File: src/rtl/lif_neuron.sv
// Leaky integrate-and-fire neuron: weighted spike inputs, linear leak, saturating membrane, refractory FSM.
// Define LIF_SOFT_RESET_EN for subtractive (residual-carrying) reset on fire; default is hard reset to 0.
module lif_neuron #(
  parameter int N_IN       = 4,
  parameter int W_W        = 8,
  parameter int ACC_W      = 12,
  parameter int REF_CYCLES = 3
) (
  input  logic                clk,
  input  logic                rst_n,
  input  logic                en,
  input  logic [N_IN-1:0]     in_spikes,
  input  logic [N_IN*W_W-1:0] weights,
  input  logic [W_W-1:0]      leak,
  input  logic [ACC_W-1:0]    threshold,
  output logic                spike_out,
  output logic [ACC_W-1:0]    membrane,
  output logic                refractory
);
  // Wide enough for membrane + N_IN full-scale weights - leak without any overflow
  localparam int IW = ACC_W + W_W + $clog2(N_IN) + 2;
  localparam int CW = (REF_CYCLES > 0) ? $clog2(REF_CYCLES + 1) : 1;
  localparam logic [CW-1:0] REF_LOAD = CW'(REF_CYCLES);
  localparam logic signed [IW-1:0] VMAX = {{(IW-ACC_W){1'b0}}, {ACC_W{1'b1}}};

  typedef enum logic {INTEGRATE, REFRACTORY} state_t;

  state_t             state, state_nx;
  logic [CW-1:0]      cnt, cnt_nx;
  logic [ACC_W-1:0]   mem_nx;
  logic               spk_nx;
  logic [N_IN-1:0][IW-1:0] terms;
  logic signed [IW-1:0]    sum, v;
  logic [ACC_W-1:0]   v_sat;
  logic               fire;

  for (genvar gi = 0; gi < N_IN; gi++) begin : g_term
    assign terms[gi] = in_spikes[gi] ? IW'(signed'(weights[gi*W_W +: W_W])) : '0;
  end

  always_comb begin
    sum = '0;
    for (int i = 0; i < N_IN; i++) sum = sum + signed'(terms[i]);
  end

  assign v = signed'(IW'(membrane)) + sum - signed'(IW'(leak));

  always_comb begin
    v_sat = v[ACC_W-1:0];
    if (v < 0)         v_sat = '0;
    else if (v > VMAX) v_sat = '1;
  end

  assign fire = (v_sat >= threshold);

  always_comb begin
    state_nx = state;
    cnt_nx   = cnt;
    mem_nx   = membrane;
    spk_nx   = 1'b0;
    if (en) begin
      case (state)
        INTEGRATE: begin
          if (fire) begin
            spk_nx = 1'b1;
`ifdef LIF_SOFT_RESET_EN
            mem_nx = v_sat - threshold;
`else
            mem_nx = '0;
`endif
            if (REF_CYCLES > 0) begin
              state_nx = REFRACTORY;
              cnt_nx   = REF_LOAD;
            end
          end else begin
            mem_nx = v_sat;
          end
        end
        REFRACTORY: begin
          cnt_nx = cnt - CW'(1);
          if (cnt == CW'(1)) state_nx = INTEGRATE;
        end
        default: state_nx = INTEGRATE;
      endcase
    end
  end

  always_ff @(posedge clk or negedge rst_n) begin
    if (!rst_n) begin
      state     <= INTEGRATE;
      cnt       <= '0;
      membrane  <= '0;
      spike_out <= 1'b0;
    end else begin
      state     <= state_nx;
      cnt       <= cnt_nx;
      membrane  <= mem_nx;
      spike_out <= spk_nx;
    end
  end

  assign refractory = (state == REFRACTORY);
endmodule

File: config.mk
export PLATFORM = sky130hd
export DESIGN_NAME = lif_neuron
export DESIGN_NICKNAME = d
export VERILOG_FILES = /design/src/rtl/lif_neuron.sv
export SDC_FILE = /design/constraint.sdc
export NUM_CORES = 1
export LEC_CHECK = 0
export BUFFER_PORTS_ARGS = -buffer_cell sky130_fd_sc_hd__clkbuf_2
export CORE_MARGIN = 3
export CORE_UTILIZATION = 35
export DETAILED_ROUTE_END_ITERATION = 16
export PLACE_DENSITY = 0.62
export RECOVER_POWER = 100
export SLEW_MARGIN = 25
export SYNTH_ARGS = -nofsm -noshare
export SYNTH_HDL_FRONTEND = slang
export SYNTH_SLANG_ARGS = --single-unit
export TNS_END_PERCENT = 5
File: constraint.sdc
create_clock -name clk -period 6.1 [get_ports clk]
set_clock_uncertainty 0.15 [all_clocks]
set_input_delay 0.305 -clock clk [delete_from_list [all_inputs] [get_ports clk]]
set_output_delay 0.305 -clock clk [all_outputs]
set_load 0.02 [all_outputs]
==> metrics, run 1 <==
most frequent cell after synthesis=inv_1; Final WS setup=291.0 ps; delay of the slowest critical-path stage=580 ps; largest family of logic cells by synthesized area=adder cells; top cell type's share of synthesized area=between 20% and 30%; dominant cell type by area after synthesis=fa_1; status=finished clean; Post-synth EDFFs=0; commonest cells in the netlist=inv_1, fa_1, ha_1, a21oi_1, nand2_1; vias post-DR=2720; Slew HR=a little over two fifths; Crit path buffers/inverters=6; Synth Area in XOR/XNOR=under 10%; Sequential Area=roughly 400 µm²; Synth Area in Adders=a little over two fifths; CP dominant cell by count=fa_1; Final #Nets=~590; Max Buffers Root-to-Sink=2; initial antenna violation count=0; final RePlAce weighted congestion=about 0.89; synthesized area=0.003058 mm²; Worst Path Arrival=5760 ps; hold crit path type=primary input to register; Initial Utilization=a little over a third; top cells by area, synth=fa_1, ha_1, dfrtp_1; Die Ht=roughly 99 µm; post-synthesis register bit count=16; Core Area=approximately 0.0083 mm²; vias in the first global route=roughly 2800; CTS tree=done; dpl hpwl=~6500 µm; largest net degree at the start of global routing=17; CP Max Fanout=8; Rows=33; Final setup viols=0; Placed Instances=roughly 550; Slew Limit Fails=0; # H-tree levels=1; DRC=0; Die Span X=99.47 µm; WS Path Type=primary input to register; design area=a little under 0.004 mm²; CP max-delay cell=or4b_4; RSZ-0062 raised after global routing=yes; Placement Setup Slack=-249.4 ps; register area share after synthesis=approximately an eighth; clock sinks=16; Die ar.=around 0.0099 mm²; async set-reset flop share out of synthesis=100.0%; Avg WL per Cell=around 14 µm; Max Cap Violations=0; num ports=73; Starting DRT DRC Count=78; first-pass GRT wire length=approximately 13000 µm; total CTS buffers=3; Final Routed Wirelength=approximately 7500 µm; Syn Nets=485; mux cell area share after synthesis=less than 1%; placed cell area=approximately 0.0037 mm²; footprint of the multi-input gates=about 0.0024 mm²; Synth Area in Compound Gates=approximately 16%; YS warnings=0; CTS clk-pin slew, worst paths=roughly 70 ps; Synth-to-Final Area Change=26.15%; Fill cells=~850; Worst setup SP type=primary input; CP Capture Type=register; Ant. Diodes=0; post-route ant nets=0; simple logic cell fraction of the synthesized area=14.89%; min Tclk post-route=5809 ps; Root Driver=clkbuf_8; synthesized instance count=between 300 and 400; final std cells w/o fill=554; DRT Pass-1 Iters=4; required time worst endpoint=just over 6000 ps; Hold Violations, Final=0; Worst-Margin Slew=approximately 860 ps; Port Buffers=72; GRT Total Usage=around 16%; Main synth FF type=dfrtp_1; syn avg cell area=8.812 µm²; max frequency=~170 MHz; Worst-Skew Late Latency=about 260 ps; Via density=4.910; fin crit share=95.23%; ratio of cells with drive above 1 in the final layout=between 20% and 30%; Overflow after GRT=0; Netlist cell types=40; Worst path top cell family by delay=adder cells
[final timing paths]
| check | from | cells past startpoint | to | slack [ps] |
|---|---|---|---|---|
| setup / recovery | in_spikes[1] | 26 | membrane[10]$_DFFE_PN0P_ | 290 |
| hold / removal | en | 3 | refractory$_DFFE_PN0P_ | 180 |
| setup reg to reg | membrane[4]$_DFFE_PN0P_ | 23 | membrane[10]$_DFFE_PN0P_ | 320 |
| hold reg to reg | cnt[1]$_DFFE_PN0P_ | 1 | cnt[1]$_DFFE_PN0P_ | 350 |
| max in group asynchronous | rst_n | 2 | membrane[4]$_DFFE_PN0P_ | 4700 |
| min in group asynchronous | rst_n | 2 | membrane[2]$_DFFE_PN0P_ | 520 |
[layer usage]
metal	up-vias	global-route usage (%)	wire length (µm)
li1	1338	-	-
met1	1303	20.30	3223
met2	70	29.65	3899
met3	9	0.7714	311
met4	0	1.576	52
met5	-	0	0
[worst min-delay path, stage by stage]
cell	delay, ps
clkbuf_2	110
nand2b_1	70
a21oi_1	60
[logic make-up (layout without fill, tap and decap cells)]
logic type | count (synthesis) | in the layout
multiplexers | 1 | 1
adder cells (fa/ha/maj) | 79 | 79
buffers and inverters | 79 | 180
AND/OR/NAND/NOR | 90 | 90
flip-flops | 16 | 16
AO/OA/AOI/OAI | 73 | 74
XOR/XNOR | 9 | 9
[through the flow]
stage	utilization [%]	hold WS [ps]	setup TNS, ps
finish	46.25	180.3	0
global route	46.25	209.5	-34.16
CTS	45.41	179.4	0
detailed placement	44.48	97.90	-2994
global placement	44.48	92.44	-1120
floorplan	-	-140.6	0
[sequential cells by signal, indices dropped and copies added, names as in the netlist]
| register | count |
|---|---|
| membrane | 12 |
| spike_out | 1 |
| refractory | 1 |
| cnt | 2 |
[placed cells by master (no fill, tap or decap), types with 15 or more instances in the layout]
cell	count
a21oi_1	26
and2_1	27
buf_4	26
clkbuf_1	15
clkbuf_2	55
dfrtp_1	15
fa_1	43
ha_1	35
inv_1	74
nand2_1	27
[cell type report]
type / count / share of cell area, %
clock buffers: 4 / 1.427
inverters: 74 / 7.201
multi-input cells: 253 / 62.60
flip-flops and latches: 16 / 10.41
well taps: 105 / 3.406
repair buffers: 102 / 14.95
[what timing repair did]
item                                    CTS  global route
resized for setup                         2            22
buffers inserted                          0             2
pin swaps                                 0            10
cloned                                    0             2
endpoints found under the hold margin    16             0
endpoints found under the setup margin   12            16
hold buffers                              1             0
Power of run 1 is left out: the tool's default activity adds up to more than one toggle a clock period on the data nets, which glitch-free logic cannot reach.
==> run 2, diff against run 1 <==
- CELL_PAD_IN_SITES_DETAIL_PLACEMENT: unset -> 1
- CELL_PAD_IN_SITES_GLOBAL_PLACEMENT: unset -> 1
- PLACE_DENSITY: 0.62 -> 0.78
==> run 2 against run 1 <==
Non-clock buffer count grew 4. Maximum frequency shrank 3.6%. Utilization grew 1.9 points. Routed wire length grew 22%. Hold slack gained 23 ps. Highest routed layer unchanged. Cell area grew 4.0%.
==> metrics, run 2 (synthesized netlist as in run 1, its figures left out) <==
Final #Nets=~590; Slew Limit Fails=0; worst reg2reg startpoint=membrane[4]$_DFFE_PN0P_; Worst Path Arrival=just over 6000 ps; Ant. Diodes=0; most frequent cells in the layout=inv_1, clkbuf_2, fa_1, buf_4, ha_1; max frequency=between 150 and 200 MHz; final RePlAce weighted congestion=roughly 0.84; status=finished clean; Slew HR=between 40 and 50%; post-route ant nets=0; CP Capture Type=register; CP Max Fanout=12; Root Driver=clkbuf_8; Starting DRT DRC Count=62; min Tclk post-route=between 6000 and 7000 ps; first-pass GRT wire length=around 14000 µm; final hold slack=~200 ps; hold crit path type=primary input to register; Final Routed Wirelength=between 9000 and 10000 µm; # H-tree levels=1; max FFs per register=12; Die Span X=roughly 99 µm; Worst-Margin Slew=around 900 ps; Max Buffers Root-to-Sink=2; DRT Pass-1 Iters=4; reg2reg end=membrane[5]$_DFFE_PN0P_; ratio of cells with drive above 1 in the final layout=between 20 and 30%; Port Buffers=a little over 70; fin crit share=between 90 and 100%; dpl hpwl=7356 µm; GRT Total Usage=between 10% and 20%; largest net degree at the start of global routing=17; Avg WL per Cell=16.42 µm; Top Registers=membrane (12), cnt (2); Overflow after GRT=0; met2 wire length=approximately 5000 µm; Rows=33; reg2reg path depth=23; required time worst endpoint=between 6000 and 7000 ps; Reg2Reg Setup Slack=70 ps; DRC=0; initial antenna violation count=0; vias in the first global route=about 3100; Worst setup SP type=register; met3 WL=291 µm; clock sinks=16; Largest Register=membrane; Die ar.=0.009894 mm²; Hold Violations, Final=0; Synth-to-Final Area Change=31.22%; vias post-DR=about 2800; Worst-Skew Late Latency=250 ps; Die Ht=slightly below 100 µm; Hold Crit Depth=3; Via density=5.041; num ports=73; hold wc startpoint=en; most common cell after layout, fill and taps aside=inv_1; Final setup viols=0; Max Cap Violations=0; uppermost layer routed=met4; Core Area=between 0.008 and 0.009 mm²; WHS Endpoint=refractory$_DFFE_PN0P_; WS Path Type=register to register; Initial Utilization=between 30% and 40%; CTS clk-pin slew, worst paths=around 70 ps; total CTS buffers=3; M1 wire length=roughly 3700 µm; CTS tree=done
## run 2: cell count changes in the layout (fill, tap and decap cells not counted), moves of 3 or more
cell and change:
nand2_1 -4, o21ai_1 -3, a21oi_1 -3, buf_4 +7, a21oi_2 +3, ha_4 +5
nand2_2 +4, ha_1 -5
## run 2: layout make-up
type                    instances  area [µm²]
multi-input cells             253        2529
inverters                      74       277.8
clock buffers                   4       55.05
flip-flops and latches         16       402.9
well taps                     105       131.4
fillers                      1024        4328
repair buffers                106       616.8
## run 2: routing by layer
metal	up-vias	track usage, %
met2	57	33.01
met3	14	1.543
met1	1402	22.55
li1	1340	-
met4	0	4.307
met5	-	0
## run 2: how the worst max path moves through the flow
stage | from | to | slack (ps) | cells past startpoint
floorplan | membrane[2]$_DFFE_PN0P_ | cnt[0]$_DFFE_PN0P_ | 130 | 21
CTS | in_spikes[1] | cnt[0]$_DFFE_PN0P_ | 50 | 26
detailed placement | in_spikes[1] | membrane[10]$_DFFE_PN0P_ | -380 | 26
finish | membrane[4]$_DFFE_PN0P_ | membrane[5]$_DFFE_PN0P_ | 70 | 23
global placement | in_spikes[0] | membrane[6]$_DFFE_PN0P_ | -140 | 26
global route | membrane[4]$_DFFE_PN0P_ | membrane[5]$_DFFE_PN0P_ | -150 | 23
## run 2: per-stage QoR
stage	worst slack (ps)	setup TNS (ps)	instance area, µm²	util [%]	std cells
finish	74.96	0	4013	48.11	558
global route	-153.5	-1399	4013	48.11	558
CTS	45.96	0	3800	45.56	551
detailed placement	-380.4	-4966	3710	44.48	545
global placement	-144.1	-1825	3710	44.48	545
floorplan	132.6	0	3058	-	347
## run 2: timing repair
item	4_1_cts	5_1_grt
pin swaps	0	24
cloned	0	1
hold buffers	1	0
buffers inserted	1	6
hold endpoints to repair	16	0
endpoints found under the setup margin	13	15
resized for setup	5	43
## run 2: critical path, stage by stage, from the launching register on
cell and delay [ps]:
dfrtp_2 450, fa_1 490, fa_1 550, inv_1 70, fa_1 540, inv_1 70
ha_4 280, o21ai_2 80, or4b_4 520, a31oi_4 200, nor4_1 70, a21oi_1 320
nor3_2 60, buf_4 180, a21oi_1 220, ha_1 290, o21ai_0 170, o21ai_0 130
o211ai_1 140, o311ai_2 150, a31oi_1 180, buf_4 220, nand2_4 130, o211ai_1 260
Power of run 2 is left out for the same reason.
==> run 3, diff against run 2 <==
--- a/config.mk
+++ b/config.mk
@@ -9,4 +9,5 @@
 export CELL_PAD_IN_SITES_DETAIL_PLACEMENT = 1
 export CELL_PAD_IN_SITES_GLOBAL_PLACEMENT = 1
+export CORE_ASPECT_RATIO = 0.9
 export CORE_MARGIN = 3
 export CORE_UTILIZATION = 35
==> constraint.sdc (replaced) <==
create_clock -name clk -period 6.1 [get_ports clk]
set_clock_uncertainty 0.15 [all_clocks]
set_input_delay 0.915 -clock clk [delete_from_list [all_inputs] [get_ports clk]]
set_output_delay 0.915 -clock clk [all_outputs]
set_load 0.02 [all_outputs]
==> run 3 against run 2 <==
The run now ends with setup timing left. Sequential share of layout area is 0.68 points lower. Die area barely moved. First-iteration DRC count down 19%. Routed wire length is 9.5% higher. Cell count rose by 4.8%. Sequential cell count did not move. Via count rose by 3.4%. Cell area increased by 6.6%. Hold slack better by 160 ps. Maximum frequency decreased by 6.5%. Largest cell class unchanged.
==> metrics, run 3 (synthesized netlist as in run 1, its figures left out) <==
status=finished, violations left; violated checks=setup timing; final std cells w/o fill=~590; DRT Pass-1 Iters=4; max frequency=around 160 MHz; Final Routed Wirelength=10030 µm; vias post-DR=2908; Rows=31; Slew Limit Fails=0; final RePlAce weighted congestion=between 0.8 and 0.9; Final #Nets=609; Worst Path Arrival=~6400 ps; Root Driver=clkbuf_8; Max Buffers Root-to-Sink=2; # H-tree levels=1; CTS tree=done; delay of the slowest critical-path stage=between 500 and 600 ps; Synth-to-Final Area Change=39.93%; most frequent cells in the layout=inv_1, clkbuf_2, buf_4, fa_1, ha_1; Worst-Margin Slew=about 850 ps; vias in the first global route=3354; Hold Crit Depth=1; Via density=4.971; WHS Endpoint=cnt[1]$_DFFE_PN0P_; placed cell area=~0.0039 mm²; first-pass GRT wire length=~16000 µm; Worst path top cell family by delay=adder cells; cts hold-fix bufs=0; design area=roughly 0.0043 mm²; Overflow after GRT=0; initial antenna violation count=0; total CTS buffers=3; Placed Instances=approximately 570; Total Neg Setup Slack=-4743 ps; Top Registers=membrane (12), cnt (2); Fill cells=just under 1000; Reg2Reg Setup Slack=150 ps; post-route ant nets=0; Hold Violations, Final=0; reg2reg end=membrane[10]$_DFFE_PN0P_; Die Span X=around 100 µm; ratio of cells with drive above 1 in the final layout=34.26%; Die Ht=~95 µm; CP max-delay cell=or4b_4; CTS clk-pin slew, worst paths=about 70 ps; fin crit share=105.6%; Worst-Skew Late Latency=250 ps; Core Area=around 0.0083 mm²; Largest Register=membrane; required time worst endpoint=6040 ps; num ports=73; Max Cap Violations=0; hold wc startpoint=cnt[1]$_DFFE_PN0P_; reg2reg path depth=24; Die ar.=about 0.0099 mm²; worst reg2reg startpoint=membrane[6]$_DFFE_PN0P_; max FFs per register=12; Starting DRT DRC Count=50; GRT Total Usage=19.93%; Final setup viols=16; most common cell after layout, fill and taps aside=inv_1; CP Max Fanout=8; min Tclk post-route=between 6000 and 7000 ps; dpl hpwl=8055 µm; Worst setup SP type=primary input; Avg WL per Cell=roughly 17 µm; DRC=0; Slew HR=a little over two fifths; Final WS setup=-343.9 ps; largest net degree at the start of global routing=17; Crit path buffers/inverters=9; Port Buffers=72; Initial Utilization=37.01%; CP Capture Type=register; Ant. Diodes=0; hold crit path type=register to register; clock sinks=16; WS Path Type=primary input to register; RSZ-0062 raised after global routing=yes
-- run 3: worst max-delay path by stage --
| stage | from | endpoint | cells past startpoint | slack, ps |
|---|---|---|---|---|
| 6_report | in_spikes[0] | membrane[10]$_DFFE_PN0P_ | 27 | -340 |
| 5_1_grt | in_spikes[0] | membrane[10]$_DFFE_PN0P_ | 27 | -560 |
| 4_1_cts | in_spikes[3] | membrane[6]$_DFFE_PN0P_ | 25 | -270 |
| 3_5_place_dp | in_spikes[2] | membrane[6]$_DFFE_PN0P_ | 24 | -780 |
| 3_3_place_gp | in_spikes[0] | membrane[9]$_DFFE_PN0P_ | 27 | -420 |
| 2_1_floorplan | weights[23] | membrane[2]$_DFFE_PN0P_ | 23 | 0.1 |
-- run 3: area by class of cell --
class | count | area [µm²] | share of cell area [%]
sequential | 16 | 400.4 | 9.357
multi-input combinational | 253 | 2575 | 60.18
tap | 115 | 143.9 | 3.363
timing repair buffer | 123 | 824.5 | 19.27
clock buffer | 4 | 55.05 | 1.287
inverter | 74 | 280.3 | 6.550
-- run 3: worst reg2reg max path: cells and delay by family, from the launching register on --
kind	cells	cell delay, ps
flops	1	470
buf+inv	7	840
fa+ha+maj	5	2240
compound gates	8	1490
simple gates	4	590
-- run 3: metrics by stage --
| stage | hold slack [ps] | utilization (%) | worst slack [ps] |
|---|---|---|---|
| 2_1_floorplan | 310.0 | - | 0.1177 |
| 3_3_place_gp | 323.5 | 47.57 | -424.1 |
| 3_5_place_dp | 341.2 | 47.57 | -782.2 |
| 4_1_cts | 356.0 | 50.27 | -270.4 |
| 5_1_grt | 386.5 | 51.79 | -555.1 |
| 6_report | 367.8 | 51.79 | -343.9 |
-- run 3: what timing repair did --
action	in CTS	in global routing
setup endpoints to repair	16	16
resized for setup	28	23
pin swaps	25	27
buffers inserted	6	6
gates cloned	1	1
-- run 3: routing by layer --
metal	vias up	GRT usage, %	share of wire, %
li1	1374	-	-
met1	1425	22.15	39
met2	82	39.73	55
met3	27	2.392	3.3
met4	0	6.091	2.9
met5	-	0	0
Power of run 3 is left out for the same reason.
